**src/rtl/rbm_hidden_sampler_if.sv**
```systemverilog
// Bus between the hidden-unit sampler and its controller / probability store.
// The slave side is the sampler; the master side issues passes and serves p_rdata.
interface rbm_hidden_sampler_if #(
  parameter int H_DIM = 64
);
  localparam int AW = $clog2(H_DIM);
  localparam int CW = $clog2(H_DIM + 1);

  logic              start;
  logic              sample_en;
  logic              seed_load;
  logic [31:0]       seed_val;
  logic              busy;
  logic              done;
  logic              p_rd_en;
  logic [AW-1:0]     p_addr;
  logic [15:0]       p_rdata;
  logic [H_DIM-1:0]  h_vec;
  logic [CW-1:0]     h_count;

  modport slave (
    input  start, sample_en, seed_load, seed_val, p_rdata,
    output busy, done, p_rd_en, p_addr, h_vec, h_count
  );

  modport master (
    output start, sample_en, seed_load, seed_val, p_rdata,
    input  busy, done, p_rd_en, p_addr, h_vec, h_count
  );
endinterface

```
**src/rtl/rbm_hidden_sampler.sv**
```systemverilog
// Bernoulli sampler for RBM hidden units: streams p[j] from a 1-cycle read port,
// draws h[j] against a 32-bit Galois LFSR (or thresholds at 0.5) and counts ones.
//
//   state   | meaning
//   --------+-----------------------------------------------------------
//   S_IDLE  | waiting for start; seed_load honoured here only
//   S_RUN   | issuing p_addr 0..H_DIM-1, one per clock
//   S_DRAIN | last read in flight, final sample lands on exit
//   S_DONE  | done pulse, h_vec/h_count valid, busy drops afterwards
module rbm_hidden_sampler #(
  parameter int          H_DIM = 64,
  parameter logic [31:0] SEED  = 32'hACE1_2468
) (
  input  logic                  clk,
  input  logic                  rst_n,
  rbm_hidden_sampler_if.slave   io_bus
);
  localparam int          AW       = $clog2(H_DIM);
  localparam int          CW       = $clog2(H_DIM + 1);
  localparam logic [31:0] SEED_EFF = (SEED == 32'h0) ? 32'h1 : SEED;
  localparam logic [31:0] POLY     = 32'h8020_0003;

  typedef enum logic [1:0] {S_IDLE, S_RUN, S_DRAIN, S_DONE} state_t;

  state_t            r_state;
  logic [31:0]       r_lfsr;
  logic              r_mode;
  logic              r_vld;
  logic [AW-1:0]     r_sidx;
  logic              r_busy;
  logic              r_done;
  logic              r_rd_en;
  logic [AW-1:0]     r_addr;
  logic [H_DIM-1:0]  r_h_vec;
  logic [CW-1:0]     r_h_count;

  logic [31:0]       w_lfsr_next;
  logic [31:0]       w_seed;
  logic [15:0]       w_rnd;
  logic              w_bit;
  logic              w_last_addr;

  assign w_lfsr_next = r_lfsr[0] ? ((r_lfsr >> 1) ^ POLY) : (r_lfsr >> 1);
  assign w_seed      = (io_bus.seed_val == 32'h0) ? 32'h1 : io_bus.seed_val;
  assign w_rnd       = r_lfsr[15:0];
  assign w_bit       = r_mode ? (w_rnd < io_bus.p_rdata) : io_bus.p_rdata[15];
  assign w_last_addr = (r_addr == AW'(H_DIM - 1));

  always_ff @(posedge clk or negedge rst_n) begin
    if (!rst_n) begin
      r_state   <= S_IDLE;
      r_lfsr    <= SEED_EFF;
      r_mode    <= 1'b0;
      r_vld     <= 1'b0;
      r_sidx    <= '0;
      r_busy    <= 1'b0;
      r_done    <= 1'b0;
      r_rd_en   <= 1'b0;
      r_addr    <= '0;
      r_h_vec   <= '0;
      r_h_count <= '0;
    end else begin
      r_vld <= r_rd_en;

      // Sample path runs off the read-valid pipe, independent of FSM state.
      if (r_vld) begin
        r_h_vec[r_sidx] <= w_bit;
        r_h_count       <= r_h_count + CW'(w_bit);
        r_sidx          <= r_sidx + AW'(1);
        if (r_mode) r_lfsr <= w_lfsr_next;
      end

      case (r_state)
        S_IDLE: begin
          if (io_bus.seed_load) r_lfsr <= w_seed;
          if (io_bus.start) begin
            r_state   <= S_RUN;
            r_busy    <= 1'b1;
            r_mode    <= io_bus.sample_en;
            r_h_vec   <= '0;
            r_h_count <= '0;
            r_sidx    <= '0;
            r_rd_en   <= 1'b1;
            r_addr    <= '0;
          end
        end
        S_RUN: begin
          if (w_last_addr) begin
            r_state <= S_DRAIN;
            r_rd_en <= 1'b0;
            r_addr  <= '0;
          end else begin
            r_addr  <= r_addr + AW'(1);
          end
        end
        S_DRAIN: begin
          r_state <= S_DONE;
          r_done  <= 1'b1;
        end
        S_DONE: begin
          r_state <= S_IDLE;
          r_done  <= 1'b0;
          r_busy  <= 1'b0;
        end
        default: r_state <= S_IDLE;
      endcase
    end
  end

  assign io_bus.busy    = r_busy;
  assign io_bus.done    = r_done;
  assign io_bus.p_rd_en = r_rd_en;
  assign io_bus.p_addr  = r_addr;
  assign io_bus.h_vec   = r_h_vec;
  assign io_bus.h_count = r_h_count;
endmodule

```
**src/flat_wrapper.sv**
```systemverilog
// flat-port wrapper written by rule: the top's interface ports become plain ports
module rbm_hidden_sampler_flat 
#(
  parameter int          H_DIM = 64,
  parameter logic [31:0] SEED  = 32'hACE1_2468
)
  (clk, rst_n, io_bus_start, io_bus_sample_en, io_bus_seed_load, io_bus_seed_val, io_bus_p_rdata, io_bus_busy, io_bus_done, io_bus_p_rd_en, io_bus_p_addr, io_bus_h_vec, io_bus_h_count);
  rbm_hidden_sampler_if #(.H_DIM(H_DIM)) io_bus_i ();
  input  logic clk;
  input  logic rst_n;
  input wire logic [$bits(io_bus_i.start)-1:0] io_bus_start;
  input wire logic [$bits(io_bus_i.sample_en)-1:0] io_bus_sample_en;
  input wire logic [$bits(io_bus_i.seed_load)-1:0] io_bus_seed_load;
  input wire logic [$bits(io_bus_i.seed_val)-1:0] io_bus_seed_val;
  input wire logic [$bits(io_bus_i.p_rdata)-1:0] io_bus_p_rdata;
  output wire logic [$bits(io_bus_i.busy)-1:0] io_bus_busy;
  output wire logic [$bits(io_bus_i.done)-1:0] io_bus_done;
  output wire logic [$bits(io_bus_i.p_rd_en)-1:0] io_bus_p_rd_en;
  output wire logic [$bits(io_bus_i.p_addr)-1:0] io_bus_p_addr;
  output wire logic [$bits(io_bus_i.h_vec)-1:0] io_bus_h_vec;
  output wire logic [$bits(io_bus_i.h_count)-1:0] io_bus_h_count;
  assign io_bus_i.start = io_bus_start;
  assign io_bus_i.sample_en = io_bus_sample_en;
  assign io_bus_i.seed_load = io_bus_seed_load;
  assign io_bus_i.seed_val = io_bus_seed_val;
  assign io_bus_i.p_rdata = io_bus_p_rdata;
  assign io_bus_busy = io_bus_i.busy;
  assign io_bus_done = io_bus_i.done;
  assign io_bus_p_rd_en = io_bus_i.p_rd_en;
  assign io_bus_p_addr = io_bus_i.p_addr;
  assign io_bus_h_vec = io_bus_i.h_vec;
  assign io_bus_h_count = io_bus_i.h_count;
  rbm_hidden_sampler #(.H_DIM(H_DIM), .SEED(SEED)) u_core (.clk(clk), .rst_n(rst_n), .io_bus(io_bus_i));
endmodule
```
**config.mk**
```make
export PLATFORM = sky130hd
export DESIGN_NAME = rbm_hidden_sampler_flat
export DESIGN_NICKNAME = d
export VERILOG_FILES = /design/src/rtl/rbm_hidden_sampler_if.sv /design/src/rtl/rbm_hidden_sampler.sv /design/src/flat_wrapper.sv
export SDC_FILE = /design/constraint.sdc
export NUM_CORES = 1
export LEC_CHECK = 0
export CAP_MARGIN = 5
export CORE_ASPECT_RATIO = 1.5
export CORE_MARGIN = 1.5
export CORE_UTILIZATION = 46
export CTS_CLUSTER_SIZE = 12
export DETAILED_ROUTE_END_ITERATION = 8
export GPL_ROUTABILITY_DRIVEN = 0
export MAX_ROUTING_LAYER = met4
export PLACE_DENSITY = 0.76
export SETUP_SLACK_MARGIN = 0.3
export SLEW_MARGIN = 30
export SYNTH_ARGS = -nofsm -noshare
export SYNTH_HDL_FRONTEND = slang
export SYNTH_SLANG_ARGS = --single-unit
```
**constraint.sdc**
```tcl
create_clock -name clk -period 2.5 [get_ports clk]
set_clock_uncertainty 0.05 [all_clocks]
set_input_delay 0.375 -clock clk [delete_from_list [all_inputs] [get_ports clk]]
set_output_delay 0.375 -clock clk [all_outputs]
set_load 0.02 [all_outputs]
```
==> impl_metrics.csv <==
group,metric,value,unit
run_status,status,"finished with violations",
run_status,violations,"setup timing",
worst_setup_path,timing.rr.start,"u_core.r_lfsr[15]",
worst_setup_path,cpMostUsedCell,"ha_4",
synthesis,synth_ff_type,"dfrtp_1",
worst_setup_path,cp_slowest_stage_delay,420,ps
drt,num_vias,5528,
die,io_pins,133,
global_routing,grt-ovfl-total,0,
worst_setup_path,crit_buf_inv,2,
synthesis,ys_ff_latch,122,
timing,setup_viol,1,
job,drv_cap,0,
clock_tree,cts_sinks,122,
worst_setup_path,critPathLaunch,"u_core.r_lfsr[15]",
die,die_y,145,microns
drt,first_pass_iters,4,
place,port_buffers,132,
clock_tree,cts_root_buf,"clkbuf_16",
synthesis,postSynthNetCount,731,
synthesis,ys_seq_area_share,50.0,%
worst_hold_path,min_path_type,"in2async",
timing,drv_slew,0,
drt,ant_nets,0,
layout,fillers,977,
timing,worst_pin_slew,519,ps
timing,hold_viol,0,
drt,viasPerCell,5.72,
worst_setup_path,startpoint_type,"register",
synthesis,yosysWarningCount,0,
die,core,13000,sq um
timing,post-route-period-util,100,%
worst_setup_path,reg2reg_to,"u_core.io_bus.h_count[4]",
synthesis,synth_cell_types,47,
synthesis,avgSynthCellArea,9.38,sq um
place,dp_hpwl,11400,microns
synthesis,ys_top_cells_by_area,"dfrtp_1 (44%), o21ai_0 (7.7%), nor2_1 (5.8%)",
drt,routedWlPerCell,18.6,microns
layout,fin_nets,870,
layout,drive_above_1_share,19.8,%
global_routing,grt_pass1_wl,26700,microns
layout,diodes,0,
die,die_area,14100,sq um
pwr,irDropWorstVdd,0.723,mV
worst_setup_path,worstPathRequired,2730,ps
layout,final_area,8790,sq um
die,rows,51,
global_routing,grt_max_degree,65,
place,placed_area,7550,sq um
drt,drtIter0Drc,268,
layout,area_growth,43.1,%
worst_setup_path,critPathTopFamily,"simple AND/OR/NAND/NOR gates",
clock_tree,cts_buffers,17,
worst_setup_path,path_class,"reg2reg",
timing,slew-limit-headroom,65.4,%
worst_setup_path,reg2regPathDepth,12,
pwr,p_per_area,1110,nW/um^2
worst_setup_path,crit_end,"u_core.io_bus.h_count[4]",
die,die_w,97.4,microns
worst_setup_path,cp-end-kind,"register",
clock_tree,clk_pin_slew,60,ps
timing,max_freq,400,MHz
worst_setup_path,cp_slowest_cell,"dfrtp_1",
worst_setup_path,worstPathArrival,2740,ps
timing,fin_ws,-1.83,ps
drt,remaining_drc_errors,0,
pwr,p_leak,3.71,nW
clock_tree,cts_tree,"built",
worst_setup_path,r2r_slack,-2,ps
synthesis,synth_edf_count,0,
clock_tree,clk_path_buf_depth,2,
drt,wirelength,18000,microns
worst_setup_path,critical_path.max_fanout,3,
synthesis,netlist_area,6140,sq um
synthesis,syn_inst,655,
global_routing,antenna_found_initial,0,
synthesis,yosys.area.top_type,"dfrtp_1",
synthesis,async_flop_share,100,%
worst_setup_path,worstPathCellList,"ha_4, nand4_1, nor3_2, a31oi_4, a2bb2oi_4, inv_2, ha_4, ha_4, nand4_1, buf_4, xor2_2, nor2_1",
layout,fin_util,67.5,%
clock_tree,clk_latency,410,ps
timing,period_minus_slack,2500,ps
worst_setup_path,worst-path-stages,12,
die,start_util,47.2,%
global_routing,grt_pass1_vias,5598,
clock_tree,cts_htree_levels,4,
synthesis,yosysTopAreaCellShare,44.4,%
timing,rsz0062_at_grt,"yes",
global_routing,grtUsageTotal,24.7,%
layout by cell type (no fill, tap or decap), types with 15 or more instances in the layout:
cell type,instances
inv_1,15
dfrtp_1,109
o21ai_0,92
nor2_1,95
nand2_1,53
clkdlybuf4s50_1,125
buf_4,22
a21oi_2,45
clkbuf_16,21
mux2i_1,33
Yosys cell counts (all sizes together), types with 2 or more instances:
| cell | count |
|---|---|
| dfrtp | 109 |
| nor2 | 95 |
| o21ai | 94 |
| a21oi | 63 |
| nand2 | 54 |
| mux2i | 33 |
| buf | 24 |
| ha | 23 |
| inv | 22 |
| clkbuf | 21 |
| a211oi | 13 |
| dfstp | 13 |
| nand4 | 11 |
| nor4 | 11 |
| nand3 | 7 |
| or2 | 6 |
| xnor2 | 6 |
| xor2 | 6 |
| nand3b | 5 |
| or3b | 4 |
| nand2b | 3 |
| nor2b | 3 |
| nor3 | 3 |
| or3 | 3 |
| a21o | 2 |
| a31oi | 2 |
| and2 | 2 |
| nor4b | 2 |
| o21a | 2 |
worst min path at each step:
stage	from	end	slack, ps	depth (start not counted)
after global placement	rst_n	u_core.io_bus.p_addr[4]	320	1
after floorplan	rst_n	u_core.io_bus.busy	30	0
final	rst_n	u_core.io_bus.p_addr[2]	420	2
after detailed placement	rst_n	u_core.io_bus.p_addr[2]	320	1
after CTS	rst_n	u_core.io_bus.p_addr[2]	420	2
after global routing	rst_n	u_core.io_bus.p_addr[2]	460	2
power breakdown:
| group | internal, mW | switching (mW) |
|---|---|---|
| clock | 1.53 | 0.924 |
| sequential | 2.59 | 0.573 |
| combinational | 1.91 | 2.23 |
| total | 6.03 | 3.73 |
metal layers:
metal | global-route usage [%] | wire length (microns) | vias up
met5 | - | 0 | -
met4 | 12.6 | 658 | 0
met3 | 5.61 | 853 | 46
met2 | 43.4 | 9790 | 204
met1 | 26.2 | 6670 | 2718
li1 | - | - | 2560
cell families (layout without fill, tap and decap cells):
kind of cell / after synthesis / in the layout / share of synthesized area, %
XOR/XNOR: 12 / 12 / 1.71
buffers and inverters: 67 / 219 / 5.28
AO/OA/AOI/OAI: 186 / 186 / 17.2
AND/OR/NAND/NOR: 211 / 211 / 15.6
adder cells (fa/ha/maj): 23 / 23 / 4.68
flip-flops: 122 / 122 / 50.0
multiplexers: 34 / 34 / 5.56
stage by stage:
stage          setup TNS, ps  instances  worst slack (ps)  hold WS (ps)  power (mW)
2_1_floorplan          -82.4        655             -82.4          29.4        5.29
3_3_place_gp          -16340        911              -430           319        6.17
3_5_place_dp          -22630        911              -525           324        6.32
4_1_cts                    0        952              81.8           422        9.00
5_1_grt                 -273        966             -78.0           457        10.3
6_report               -1.83        966             -1.83           424        9.76
registers in the layout, summed over array words and instances, names as in the netlist:
name and count:
u_core.r_mode 1, u_core.io_bus.h_vec 64, u_core.r_state 2, u_core.io_bus.h_count 7, u_core.io_bus.busy 1, u_core.r_vld 1, u_core.io_bus.done 1, u_core.io_bus.p_addr 6
u_core.r_lfsr 32, u_core.r_sidx 6, u_core.io_bus.p_rd_en 1
worst register-to-register path: cells and delay by family (launching register included):
family / cells / cell delay, ps
XOR/XNOR: 1 / 130
flip-flops: 1 / 420
adder cells (fa/ha/maj): 3 / 600
AO/OA/AOI/OAI: 2 / 320
buffers and inverters: 2 / 200
AND/OR/NAND/NOR: 4 / 660
timing repair:
action,CTS,global route
setup endpoints to repair,70,85
buffers inserted,8,7
hold buffers,1,0
cloned,0,7
resized for setup,27,63
pin swaps,13,16
endpoints found under the hold margin,36,0
area by class of cell:
type / count / area [sq um] / share of cell area [%]
inverter: 22 / 82.6 / 0.939
multi-input combinational: 466 / 3130 / 35.6
clock buffer: 20 / 457 / 5.19
sequential: 122 / 3070 / 34.9
clock inverter: 12 / 138 / 1.57
timing repair buffer: 165 / 1710 / 19.5
tap: 159 / 199 / 2.26
Power figures use the tool's default switching activity.
